### config.mk
export PLATFORM = sky130hd
export DESIGN_NAME = hazard_unit_flat
export DESIGN_NICKNAME = d
export VERILOG_FILES = /design/src/rtl/hazard_unit_pkg.sv /design/src/rtl/hazard_unit_if.sv /design/src/rtl/hazard_flush_ctr.sv /design/src/rtl/hazard_unit.sv /design/src/flat_wrapper.sv
export SDC_FILE = /design/constraint.sdc
export NUM_CORES = 1
export LEC_CHECK = 0
export BUFFER_PORTS_ARGS = -buffer_cell sky130_fd_sc_hd__buf_2
export CORE_AREA = 2 2 39 41
export DETAILED_ROUTE_END_ITERATION = 8
export DIE_AREA = 0 0 41 43
export PLACE_DENSITY = 0.68
export SLEW_MARGIN = 20
export SYNTH_ARGS = -nofsm -noshare
export SYNTH_HDL_FRONTEND = slang
export SYNTH_SLANG_ARGS = --single-unit
### constraint.sdc
create_clock -name clk -period 4.5 [get_ports clk]
set_input_delay 0.9 -clock clk [delete_from_list [all_inputs] [get_ports clk]]
set_output_delay 0.9 -clock clk [all_outputs]
set_load 0.02 [all_outputs]
### src/rtl/hazard_unit_pkg.sv
// Shared definitions for the pipeline hazard controller: RV32 opcode
// constants, FSM encoding and the register-use decode helpers.
package hazard_unit_pkg;

  localparam logic [6:0] OPC_NONE   = 7'b0000000;
  localparam logic [6:0] OPC_OP     = 7'b0110011;
  localparam logic [6:0] OPC_STORE  = 7'b0100011;
  localparam logic [6:0] OPC_BRANCH = 7'b1100011;
  localparam logic [6:0] OPC_LUI    = 7'b0110111;
  localparam logic [6:0] OPC_AUIPC  = 7'b0010111;
  localparam logic [6:0] OPC_JAL    = 7'b1101111;

  localparam logic STATE_RUN   = 1'b0;
  localparam logic STATE_STALL = 1'b1;

  typedef enum logic {
    RUN   = STATE_RUN,
    STALL = STATE_STALL
  } hz_state_e;

  // rs1 is read by everything except the U-type/JAL forms and the zero NOP.
  function automatic logic uses_rs1(input logic [6:0] opc);
    logic res;
    case (opc)
      OPC_LUI, OPC_AUIPC, OPC_JAL, OPC_NONE: res = 1'b0;
      default:                               res = 1'b1;
    endcase
    return res;
  endfunction

  // rs2 is read only by R-type ALU ops, stores and branches.
  function automatic logic uses_rs2(input logic [6:0] opc);
    logic res;
    case (opc)
      OPC_OP, OPC_STORE, OPC_BRANCH: res = 1'b1;
      default:                       res = 1'b0;
    endcase
    return res;
  endfunction

endpackage

### src/rtl/hazard_unit_if.sv
// Signal bundle between the ID/EX pipeline control and the hazard unit.
interface hazard_unit_if #(
  parameter int REG_ADDR_W = 5
);
  logic [6:0]            id_opcode;
  logic [REG_ADDR_W-1:0] id_rs1;
  logic [REG_ADDR_W-1:0] id_rs2;
  logic                  ex_is_load;
  logic [REG_ADDR_W-1:0] ex_rd;
  logic                  ctrl_pc_src;
  logic                  ctrl_stall;
  logic                  ctrl_id_bubble;
  logic                  ctrl_id_reg_flush;
  logic                  ctrl_zero_sel;

  // Pipeline side: presents ID/EX state, consumes the control decisions.
  modport master (
    output id_opcode, id_rs1, id_rs2, ex_is_load, ex_rd, ctrl_pc_src,
    input  ctrl_stall, ctrl_id_bubble, ctrl_id_reg_flush, ctrl_zero_sel
  );

  // Hazard unit side.
  modport slave (
    input  id_opcode, id_rs1, id_rs2, ex_is_load, ex_rd, ctrl_pc_src,
    output ctrl_stall, ctrl_id_bubble, ctrl_id_reg_flush, ctrl_zero_sel
  );
endinterface

### src/rtl/hazard_flush_ctr.sv
// Reloadable down-counter with a registered "window active" flag.
// A load pulse opens a window of exactly LOAD_VAL cycles starting on the
// next cycle; a reload during an open window restarts it.
module hazard_flush_ctr #(
  parameter int LOAD_VAL = 1
) (
  input  logic clk,
  input  logic rst_n,
  input  logic load,
  output logic active
);

  localparam int             CNT_W    = $clog2(LOAD_VAL + 1);
  localparam logic [CNT_W-1:0] LOAD_CNT = CNT_W'(LOAD_VAL);
  localparam logic [CNT_W-1:0] CNT_ONE  = CNT_W'(1);
  localparam logic [CNT_W-1:0] CNT_ZERO = {CNT_W{1'b0}};

  logic [CNT_W-1:0] cnt_r;
  logic [CNT_W-1:0] cnt_nxt_s;
  logic             active_r;

  // Next count: reload wins, otherwise count down to zero and hold.
  always_comb begin
    cnt_nxt_s = cnt_r;
    if (load) begin
      cnt_nxt_s = LOAD_CNT;
    end else if (cnt_r != CNT_ZERO) begin
      cnt_nxt_s = cnt_r - CNT_ONE;
    end else begin
      cnt_nxt_s = CNT_ZERO;
    end
  end

  // Counter state and registered nonzero flag.
  always_ff @(posedge clk or negedge rst_n) begin
    if (!rst_n) begin
      cnt_r    <= CNT_ZERO;
      active_r <= 1'b0;
    end else begin
      cnt_r    <= cnt_nxt_s;
      active_r <= (cnt_nxt_s != CNT_ZERO);
    end
  end

  assign active = active_r;

endmodule

### src/rtl/hazard_unit.sv
// Pipeline hazard controller beside the ID stage: load-use stall with a
// configurable length and a wrong-path flush window sized to IMEM latency.
module hazard_unit
  import hazard_unit_pkg::*;
#(
  parameter int IMEM_LAT        = 1,
  parameter int LOAD_USE_CYCLES = 1,
  parameter int REG_ADDR_W      = 5
) (
  input  logic          clk,
  input  logic          rst_n,
  hazard_unit_if.slave  hz
);

  localparam int              SC_W        = $clog2(LOAD_USE_CYCLES + 1);
  localparam logic [SC_W-1:0] SC_ZERO     = {SC_W{1'b0}};
  localparam logic [SC_W-1:0] SC_ONE      = SC_W'(1);
  localparam logic [SC_W-1:0] SC_LOAD     = SC_W'(LOAD_USE_CYCLES - 1);
  localparam logic            MULTI_STALL = (LOAD_USE_CYCLES > 1);
  localparam logic [REG_ADDR_W-1:0] REG_X0 = {REG_ADDR_W{1'b0}};

  hz_state_e       state_r;
  logic [SC_W-1:0] stall_cnt_r;
  logic            uses_rs1_s;
  logic            uses_rs2_s;
  logic            hazard_s;
  logic            flush_s;
  logic            stall_s;
  logic            bubble_s;

  assign uses_rs1_s = uses_rs1(hz.id_opcode);
  assign uses_rs2_s = uses_rs2(hz.id_opcode);

  // x0 is never a real producer, so it can never create a dependency.
  assign hazard_s = hz.ex_is_load && (hz.ex_rd != REG_X0) &&
                    ((uses_rs1_s && (hz.ex_rd == hz.id_rs1)) ||
                     (uses_rs2_s && (hz.ex_rd == hz.id_rs2)));

  hazard_flush_ctr #(
    .LOAD_VAL (IMEM_LAT)
  ) u_flush_ctr (
    .clk    (clk),
    .rst_n  (rst_n),
    .load   (hz.ctrl_pc_src),
    .active (flush_s)
  );

  // Stall/bubble select: redirect beats everything, an ongoing multi-cycle
  // stall holds, and a wrong-path ID instruction cannot raise a hazard.
  always_comb begin
    stall_s  = 1'b0;
    bubble_s = 1'b0;
    if (!rst_n) begin
      stall_s  = 1'b0;
      bubble_s = 1'b0;
    end else if (hz.ctrl_pc_src) begin
      stall_s  = 1'b0;
      bubble_s = 1'b1;
    end else if (state_r == STALL) begin
      stall_s  = 1'b1;
      bubble_s = 1'b1;
    end else if (flush_s) begin
      stall_s  = 1'b0;
      bubble_s = 1'b0;
    end else begin
      stall_s  = hazard_s;
      bubble_s = hazard_s;
    end
  end

  // Load-use FSM: RUN covers the first stall cycle, STALL the remainder.
  always_ff @(posedge clk or negedge rst_n) begin
    if (!rst_n) begin
      state_r     <= RUN;
      stall_cnt_r <= SC_ZERO;
    end else begin
      case (state_r)
        RUN: begin
          if (hz.ctrl_pc_src) begin
            state_r     <= RUN;
            stall_cnt_r <= SC_ZERO;
          end else if (hazard_s && !flush_s && MULTI_STALL) begin
            state_r     <= STALL;
            stall_cnt_r <= SC_LOAD;
          end else begin
            state_r     <= RUN;
            stall_cnt_r <= stall_cnt_r;
          end
        end
        STALL: begin
          if (hz.ctrl_pc_src || (stall_cnt_r == SC_ONE)) begin
            state_r     <= RUN;
            stall_cnt_r <= SC_ZERO;
          end else begin
            state_r     <= STALL;
            stall_cnt_r <= stall_cnt_r - SC_ONE;
          end
        end
        default: begin
          state_r     <= RUN;
          stall_cnt_r <= SC_ZERO;
        end
      endcase
    end
  end

  assign hz.ctrl_stall        = stall_s;
  assign hz.ctrl_id_bubble    = bubble_s;
  assign hz.ctrl_id_reg_flush = flush_s;
  assign hz.ctrl_zero_sel     = (hz.id_opcode == OPC_NONE);

endmodule

### src/flat_wrapper.sv
// flat-port wrapper written by rule: the top's interface ports become plain ports
module hazard_unit_flat import hazard_unit_pkg::*;
#(
  parameter int IMEM_LAT        = 1,
  parameter int LOAD_USE_CYCLES = 1,
  parameter int REG_ADDR_W      = 5
)
  (clk, rst_n, hz_id_opcode, hz_id_rs1, hz_id_rs2, hz_ex_is_load, hz_ex_rd, hz_ctrl_pc_src, hz_ctrl_stall, hz_ctrl_id_bubble, hz_ctrl_id_reg_flush, hz_ctrl_zero_sel);
  hazard_unit_if #(.REG_ADDR_W(REG_ADDR_W)) hz_i ();
  input  logic clk;
  input  logic rst_n;
  input wire logic [$bits(hz_i.id_opcode)-1:0] hz_id_opcode;
  input wire logic [$bits(hz_i.id_rs1)-1:0] hz_id_rs1;
  input wire logic [$bits(hz_i.id_rs2)-1:0] hz_id_rs2;
  input wire logic [$bits(hz_i.ex_is_load)-1:0] hz_ex_is_load;
  input wire logic [$bits(hz_i.ex_rd)-1:0] hz_ex_rd;
  input wire logic [$bits(hz_i.ctrl_pc_src)-1:0] hz_ctrl_pc_src;
  output wire logic [$bits(hz_i.ctrl_stall)-1:0] hz_ctrl_stall;
  output wire logic [$bits(hz_i.ctrl_id_bubble)-1:0] hz_ctrl_id_bubble;
  output wire logic [$bits(hz_i.ctrl_id_reg_flush)-1:0] hz_ctrl_id_reg_flush;
  output wire logic [$bits(hz_i.ctrl_zero_sel)-1:0] hz_ctrl_zero_sel;
  assign hz_i.id_opcode = hz_id_opcode;
  assign hz_i.id_rs1 = hz_id_rs1;
  assign hz_i.id_rs2 = hz_id_rs2;
  assign hz_i.ex_is_load = hz_ex_is_load;
  assign hz_i.ex_rd = hz_ex_rd;
  assign hz_i.ctrl_pc_src = hz_ctrl_pc_src;
  assign hz_ctrl_stall = hz_i.ctrl_stall;
  assign hz_ctrl_id_bubble = hz_i.ctrl_id_bubble;
  assign hz_ctrl_id_reg_flush = hz_i.ctrl_id_reg_flush;
  assign hz_ctrl_zero_sel = hz_i.ctrl_zero_sel;
  hazard_unit #(.IMEM_LAT(IMEM_LAT), .LOAD_USE_CYCLES(LOAD_USE_CYCLES), .REG_ADDR_W(REG_ADDR_W)) u_core (.clk(clk), .rst_n(rst_n), .hz(hz_i));
endmodule
==> results of run 1 <==
critical path, stage by stage:
cell and delay, ns:
buf_2 0.11, or4_1 0.53, nor4_2 0.19, nor4_1 0.09, and3_1 0.17, o311a_2 0.37, buf_2 0.16
flip-flops by register name, indices dropped and copies added, names as in the netlist:
register,count
u_core.u_flush_ctr.cnt_r,1
u_core.state_r,1
u_core.stall_cnt_r,1
power breakdown:
part           internal (uW)  total [uW]  switching (uW)  leakage, uW
Combinational           16.0        30.5            14.6     0.000200
Clock                   33.1        45.5            12.4    0.0000150
Sequential              27.6        28.0           0.353    0.0000396
metrics by stage:
stage / util, % / total power [uW] / hold WS [ns] / instances
after floorplan: - / 40.52 / 0.4263 / 37
after global placement: 35.71 / 58.60 / 0.4331 / 82
after detailed placement: 35.71 / 59.27 / 0.4451 / 82
after CTS: 37.61 / 107.1 / 0.4472 / 86
after global routing: 37.61 / 110.0 / 0.4789 / 86
final: 37.61 / 104.0 / 0.4469 / 86
Yosys cell counts, drive strengths merged:
library cell	number
xnor2	6
xor2	5
dfrtp	3
nor2	3
nor3b	3
nor3	2
nor4	2
or4	2
a21oi	1
and3	1
and4b	1
inv	1
nand2	1
nand3	1
nand4	1
nand4b	1
o2111ai	1
o311a	1
o41a	1
routing by layer:
| metal | wire length (um) | part of all wire (%) | track usage [%] |
|---|---|---|---|
| met1 | 343 | 38 | 13.59 |
| met2 | 483 | 54 | 22.50 |
| met3 | 67 | 7.5 | 0.5236 |
| met4 | 0 | 0 | 4.000 |
| met5 | 0 | 0 | 0 |
layout make-up:
| class | count | area, um2 | share of cell area [%] |
|---|---|---|---|
| timing repair buffer | 29 | 145.1 | 27.88 |
| multi-input combinational | 33 | 250.2 | 48.08 |
| sequential | 3 | 75.07 | 14.42 |
| tap | 16 | 20.02 | 3.846 |
| inverter | 1 | 3.754 | 0.7212 |
| clock buffer | 4 | 26.28 | 5.048 |
how the worst max path moves through the flow:
stage / startpoint / to / depth (start not counted)
finish: hz_id_opcode[2] / hz_ctrl_stall / 7
CTS: hz_id_opcode[2] / hz_ctrl_stall / 7
global placement: hz_id_opcode[2] / hz_ctrl_stall / 7
floorplan: hz_id_opcode[2] / hz_ctrl_id_bubble / 5
detailed placement: hz_id_opcode[2] / hz_ctrl_stall / 7
global route: hz_id_opcode[2] / hz_ctrl_stall / 7
kinds of logic (layout without fill, tap and decap cells):
logic type | Yosys count | count (layout) | synth area share, %
and+or+nand+nor | 18 | 18 | 35.74
xor gates and xnor gates | 11 | 11 | 29.28
buffers and inverters | 1 | 34 | 1.140
AOI/OAI and AO/OA | 4 | 4 | 11.03
DFF | 3 | 3 | 22.81
==> impl_summary.txt, run 1 <==
----------------------------------------------------
[Placed design]
  Post-placement setup slack ... 1.053 ns
  Port bufs ... 29
  Placed wire-length estimate ... slightly above 800 um
  Placement Cell Area ... 494.2 um2
  Final RePlAce weighted congestion ... 0.6784

[Detailed routing]
  Drt drc ... 0
  Via count normalized by instance count ... 4.593
  Number of violations reported at the end of detailed-routing iteration 0 ... 2
  Number of antenna-violating nets in the routed design ... 0
  Length of the first detailed-routing pass in iterations ... 3
  Total via count after detailed routing ... between 300 and 400
  Detailed Route WL ... 895 um
  Wire length per cell ... 10.41 um

[Global route]
  Global-route wire length before repair ... around 1.5 mm
  Number of antenna violations at the first check in global routing ... 0
  Total congestion overflow ... 0
  Vias in the first global route ... 386
  Largest net degree at the start of global routing ... 6
  Overall routing resource usage ... between 10% and 20%

[Floorplan]
  Die ar. ... 1763 um2
  Starting density of the core ... 23.78%
  Die Span Y ... ~43 um
  Core region area ... 1384 um2
  Count of boundary I/O pins ... 30
  Std cell rows ... 14
  Width of the die ... approximately 41 um

[Timing]
  Setup Viol. Count Final ... 0
  Slew at the pin closest to its max-slew limit ... around 0.25 ns
  Slack of the critical path ... 1.073 ns
  Setup repair after global routing missed its margin ... no
  Setup Skew ... 0.001262 ns
  Final hold violations ... 0
  Max-slew violations ... 0
  Crit share post-route ... between 70% and 80%
  Max Clock Freq ... 0.2918 GHz
  Total Neg Setup Slack ... 0 ns
  Post-layout min period ... 3.427 ns
  Relative slew margins ... 83.23%

[CTS]
  CTS tree ... done
  Number of buffers added to fix hold violations after cts ... 0
  Clock slew at the register clock pins of the worst setup and hold paths ... approximately 0.04 ns
  CTS buffer count ... 3
  Clock Latency Late Sink ... approximately 0.23 ns
  Number of sinks driven by the clock tree ... 3
  Number of buffers inserted by post-CTS setup repair ... 0
  Number of buffers on the longest clock path ... 2
  Clock Root Buffer ... clkbuf_4
  H-tree depth reported by CTS ... 1
  # resized after CTS ... 0

[Flow run]
  Max_cap viols ... 0

[Cells and area]
  Layout cells sized above 1 ... 48.57%
  Layout Area Growth over Synthesis ... 58.17%
  Final layout net count ... 97
  Number of diodes ... 0
  Area of all placed cells without fillers ... 520.5 um2
  Leading cell type in the layout, fill and taps excluded ... buf_2
  Fillers ... 160
  Commonest non-fill, non-tap cells in the layout ... 29 x buf_2, 6 x xnor2_1, 5 x xor2_1

[Logic synthesis]
  Flip-flop and latch count after synthesis ... 3
  Number of standard cells after synthesis ... 37
  Synth top area share ... a little under a quarter
  Share of the yosys chip area belonging to registers ... 22.81%
  Net count after synthesis ... 63
  Syn. warnings ... 0
  Avg Inst Size Synth ... 8.894 um2
  Synth area leader ... dfrtp_1
  Post-synthesis cell area ... 329.1 um2
  Cell types occupying the most area after synthesis ... dfrtp_1 23%, xnor2_1 16%, xor2_1 13%
  Number of unique standard cell types used by synthesis ... 20

[Setup path]
  Startpoint Class ... input port
  Worst Reg-to-Reg Cells ... 2
  Class of the most critical setup path ... in2out
  Largest fanout on the critical path ... 3
  Crit path DAT ... 2.53 ns
  Capturing element type of the critical path ... output pin
  Worst path required time ... between 3 and 4 ns
  Worst reg2reg startpoint ... u_core.state_r$_DFF_PN0_
  R2r setup slk ... approximately 3.8 ns
  Endpoint of the most critical register-to-register path ... u_core.stall_cnt_r$_DFFE_PN0P_

[Hold path]
  Endpoint of the worst hold path ... u_core.state_r$_DFF_PN0_
  Instance count along the most critical hold path ... 1
  Hold path startpoint ... u_core.stall_cnt_r$_DFFE_PN0P_
  Tightest Hold Check Type ... reg2reg

[Pwr]
  Lkg Pwr ... 0.0002548 uW
  Power per standard cell area ... 199.7 nW/um2
  Maximum vdd ir drop ... 0.1635 mV

[Outcome]
  Result of the run ... finished, final reports clean

----------------------------------------------------
(Power assumes the default switching activity.)
==> inputs of run 2 (changes only) <==
- ABC_AREA: default -> 1
- PLACE_DENSITY: 0.68 -> 0.78
- clock period: 4.5 -> 3 ns (I/O delays scaled with it)
==> run 2 against run 1 <==
Effect of this change:
- core utilization rose by 6.3 points
- non-clock buffer count did not move
- sequential cell count did not move
- synthesized area rose by 27%
- clock skew rose by 0.00075 ns
- register-to-register slack got worse by 1.5 ns
==> impl_summary.txt, run 2 <==
----------------------------------------------------
[Pwr]
  Net switching power figure ... 48.02 uW (+76%)
  Power per standard cell area ... 271.1 nW/um2 (+36%)
  Combinational power share ... 33.1% (+3.7 points)
  Fraction of power consumed by the clock network ... 41.6% (-2.2 points)
  Lkg Pwr ... 0.0003852 uW (+51%)
  Maximum vdd ir drop ... 0.1830 mV (+12%)
  Sequential fraction of design power ... 25.3% (-1.6 points)
  Cell-internal power ... 116.8 uW (+52%)
  Proportion of total power due to net switching ... 29.13% (+2.9 points)
  Total power draw ... 164.8 uW (+59%)

[Logic synthesis]
  Combinational family with the most area after synthesis ... simple AND/OR/NAND/NOR gates
  Post-synthesis cell area ... 416.7 um2 (+27%)
  Avg Inst Size Synth ... 5.342 um2 (-40%)
  Library cell with the highest instance count after synthesis ... nand2_1
  Number of enable-type register cells in the synthesized netlist ... 0 (unchanged)
  Proportion of register bits with asynchronous set or reset after synthesis ... 100.0% (unchanged)
  Adder and majority cell fraction of the synthesized area ... 0% (unchanged)
  Number of unique standard cell types used by synthesis ... 16 (-20%)
  Flip-flop and latch count after synthesis ... 3 (unchanged)
  Number of standard cells after synthesis ... 78 (+110%)
  Multiplexer fraction of the synthesized cell area ... 0% (unchanged)
  Top_reg_cell synth ... dfrtp_1
  Share of the yosys chip area belonging to registers ... 18.02% (-4.8 points)
  Post-Synth Simple-Gate Area ... 51.35% (+16 points)
  Area fraction in compound gates after synthesis ... 3.604% (-7.4 points)
  Syn. warnings ... 0 (unchanged)
  Net count after synthesis ... 104 (+65%)
  Synth top area share ... 23.42% (+0.61 points)
  Synth area leader ... nand2_1
  Cell types occupying the most area after synthesis ... nand2_1 23%, dfrtp_1 18%, nor2_1 13%
  Ranking of synthesized cells by instance count ... 26 x nand2_1, 14 x nor2_1, 13 x inv_1
  Post-synthesis share of cell area spent on xor and xnor gates ... 12.61% (-17 points)

[Timing]
  Post-layout min period ... 2.147 ns
  Max-slew violations ... 0 (unchanged)
  Relative slew margins ... 91.15% (+7.9 points)
  Final hold violations ... 0 (unchanged)
  Setup repair after global routing missed its margin ... no
  Slew at the pin closest to its max-slew limit ... 0.1323 ns (-0.1173 ns)
  Max Clock Freq ... around 0.47 GHz
  Setup Skew ... 0.002012 ns (+0.0007506 ns)
  Total Neg Setup Slack ... 0 ns (unchanged)
  Crit share post-route ... 71.57%
  Slack of the critical path ... 0.8528 ns (-0.2199 ns)
  Setup Viol. Count Final ... 0 (unchanged)

[CTS]
  # resized after CTS ... 0 (unchanged)
  CTS buffer count ... 3 (unchanged)
  H-tree depth reported by CTS ... 1 (unchanged)
  Number of sinks driven by the clock tree ... 3 (unchanged)
  CTS tree ... done
  Number of buffers on the longest clock path ... 2 (unchanged)
  Number of buffers inserted by post-CTS setup repair ... 0 (unchanged)
  Clock slew at the register clock pins of the worst setup and hold paths ... 0.04 ns (about the same)
  Number of buffers added to fix hold violations after cts ... 0 (unchanged)
  Clock Latency Late Sink ... 0.23 ns (about the same)
  Clock Root Buffer ... clkbuf_4

[Placed design]
  Final RePlAce weighted congestion ... 0.6780 (about the same)
  Number of placed instances, taps included ... 123 (+50%)
  Post-placement setup slack ... 0.8457 ns (-0.2073 ns)
  Port bufs ... 29 (unchanged)
  Placed wire-length estimate ... 844.3 um (+4.5%)

[Cells and area]
  Layout Area Growth over Synthesis ... 45.95%
  Commonest non-fill, non-tap cells in the layout ... 29 x buf_2, 26 x nand2_1, 14 x nor2_1
  Fillers ... 166 (+3.8%)
  Number of diodes ... 0 (unchanged)
  Layout cells sized above 1 ... 34.23% (-14 points)
  Leading cell type in the layout, fill and taps excluded ... buf_2
  Area of the multi-input gates ... 281.5 um2 (+12%)
  Number of standard cells in the layout, taps in and fillers out ... 127 (+48%)
  Top flop regs ... u_core.stall_cnt_r x1, u_core.state_r x1, u_core.u_flush_ctr.cnt_r x1
  Final layout net count ... 138 (+42%)
  Footprint of the flip-flops and latches ... 75.07 um2 (unchanged)
  Layout Utilization ... 43.94% (+6.3 points)

[Floorplan]
  Std cell rows ... 14 (unchanged)
  Starting density of the core ... 30.11% (+6.3 points)
  Die ar. ... 1763 um2 (unchanged)
  Core region area ... 1384 um2 (unchanged)
  Width of the die ... 41 um (unchanged)
  Count of boundary I/O pins ... 30 (unchanged)
  Die Span Y ... 43 um (unchanged)

[Detailed routing]
  Number of violations reported at the end of detailed-routing iteration 0 ... 5 (+3)
  Via count normalized by instance count ... 4.291 (-6.6%)
  Drt drc ... 0 (unchanged)
  Detailed Route WL ... 949 um (+6.0%)
  Wire length per cell ... 7.472 um (-28%)
  Length of the first detailed-routing pass in iterations ... 2 (-1)
  Total via count after detailed routing ... 545 (+38%)
  Number of antenna-violating nets in the routed design ... 0 (unchanged)

[Setup path]
  Most repeated library cell on the critical path ... nand2_1
  Slowest Stage Delay on Critical Path ... 0.14 ns (-0.39 ns)
  Startpoint Class ... input port
  Crit path DAT ... 1.55 ns (-0.98 ns)
  Chain of cells forming the critical path ... buf_2 > inv_1 > nand2_1 > nor2_1 > nand2_1 > nand2_1 > inv_1 > nand3_1 > nand2_1 > nand2_2 > nand3_2 > nand2_1 > inv_1 > buf_2
  Slowest CP cell ... buf_2
  Largest fanout on the critical path ... 3 (unchanged)
  Class of the most critical setup path ... in2out
  Capturing element type of the critical path ... output pin
  Worst path required time ... 2.40 ns (-1.20 ns)

[Hold path]
  Tightest Hold Check Type ... in2async

[Global route]
  Number of antenna violations at the first check in global routing ... 0 (unchanged)
  Largest net degree at the start of global routing ... 6 (unchanged)
  Global-route wire length before repair ... 1.566 mm (+2.8%)
  Total congestion overflow ... 0 (unchanged)
  Overall routing resource usage ... 12.79% (+0.62 points)
  Vias in the first global route ... 470 (+22%)

[Outcome]
  Result of the run ... finished, final reports clean

[Flow run]
  Max_cap viols ... 0 (unchanged)

----------------------------------------------------
run 2: cell types whose count changed after synthesis, moves of 3 or more:
cell	previous run	this run
nand2_1	1	26
inv_1	1	13
nor2_1	3	14
nor3b_1	3	0
xnor2_1	6	3
run 2: path summary, 6_finish.rpt:
path	slack (ns)	depth (start not counted)	startpoint	end
setup / recovery	0.85	14	hz_id_opcode[4]	hz_ctrl_id_bubble
hold / removal	0.17	1	rst_n	u_core.u_flush_ctr.cnt_r$_DFF_PN0_
setup reg to reg	2.20	2	u_core.stall_cnt_r$_DFFE_PN0P_	u_core.stall_cnt_r$_DFFE_PN0P_
hold reg to reg	0.52	2	u_core.stall_cnt_r$_DFFE_PN0P_	u_core.state_r$_DFF_PN0_
max in group asynchronous	2.71	1	rst_n	u_core.stall_cnt_r$_DFFE_PN0P_
min in group clk	0.52	1	hz_ctrl_pc_src	u_core.u_flush_ctr.cnt_r$_DFF_PN0_
run 2: area by class of cell:
| cell class | instances | area share (%) |
|---|---|---|
| clock buffer | 4 | 4.321 |
| tap | 16 | 3.292 |
| inverter | 16 | 9.877 |
| sequential | 3 | 12.35 |
| timing repair buffer | 29 | 23.87 |
| multi-input combinational | 59 | 46.30 |
run 2: power groups by stage:
stage          clock network [uW]  registers, uW  logic, uW
6_report                     68.6           41.6       54.6
5_1_grt                      76.0           41.6       62.1
4_1_cts                      71.3           41.7       55.3
3_5_place_dp                    0           42.1       55.0
3_3_place_gp                    0           42.1       54.1
2_1_floorplan                   0           43.1       26.0
run 2: logic make-up after synthesis:
family          after synthesis
simple gates                 50
buf+inv                      16
xor+xnor                      6
compound gates                3
flops                         3
run 2: metal layers:
layer	track usage (%)	vias to the layer above	part of all wire, %
met1	12.99	231	41
met3	3.665	0	8.2
met2	21.25	17	51
met4	8.000	0	0
li1	-	297	-
met5	0	-	0
run 2: critical path, delay by kind of cell:
kind	cells	cell delay, ns
buffers and inverters	5	0.40
AND/OR/NAND/NOR	9	0.54
run 2: per-stage QoR:
stage               hold slack, ns  cell area, um2
CTS                         0.1673           608.1
detailed placement          0.4109           581.8
floorplan                   0.3044           416.7
global route                0.1673           608.1
finish                      0.1716           608.1
global placement            0.4086           581.8
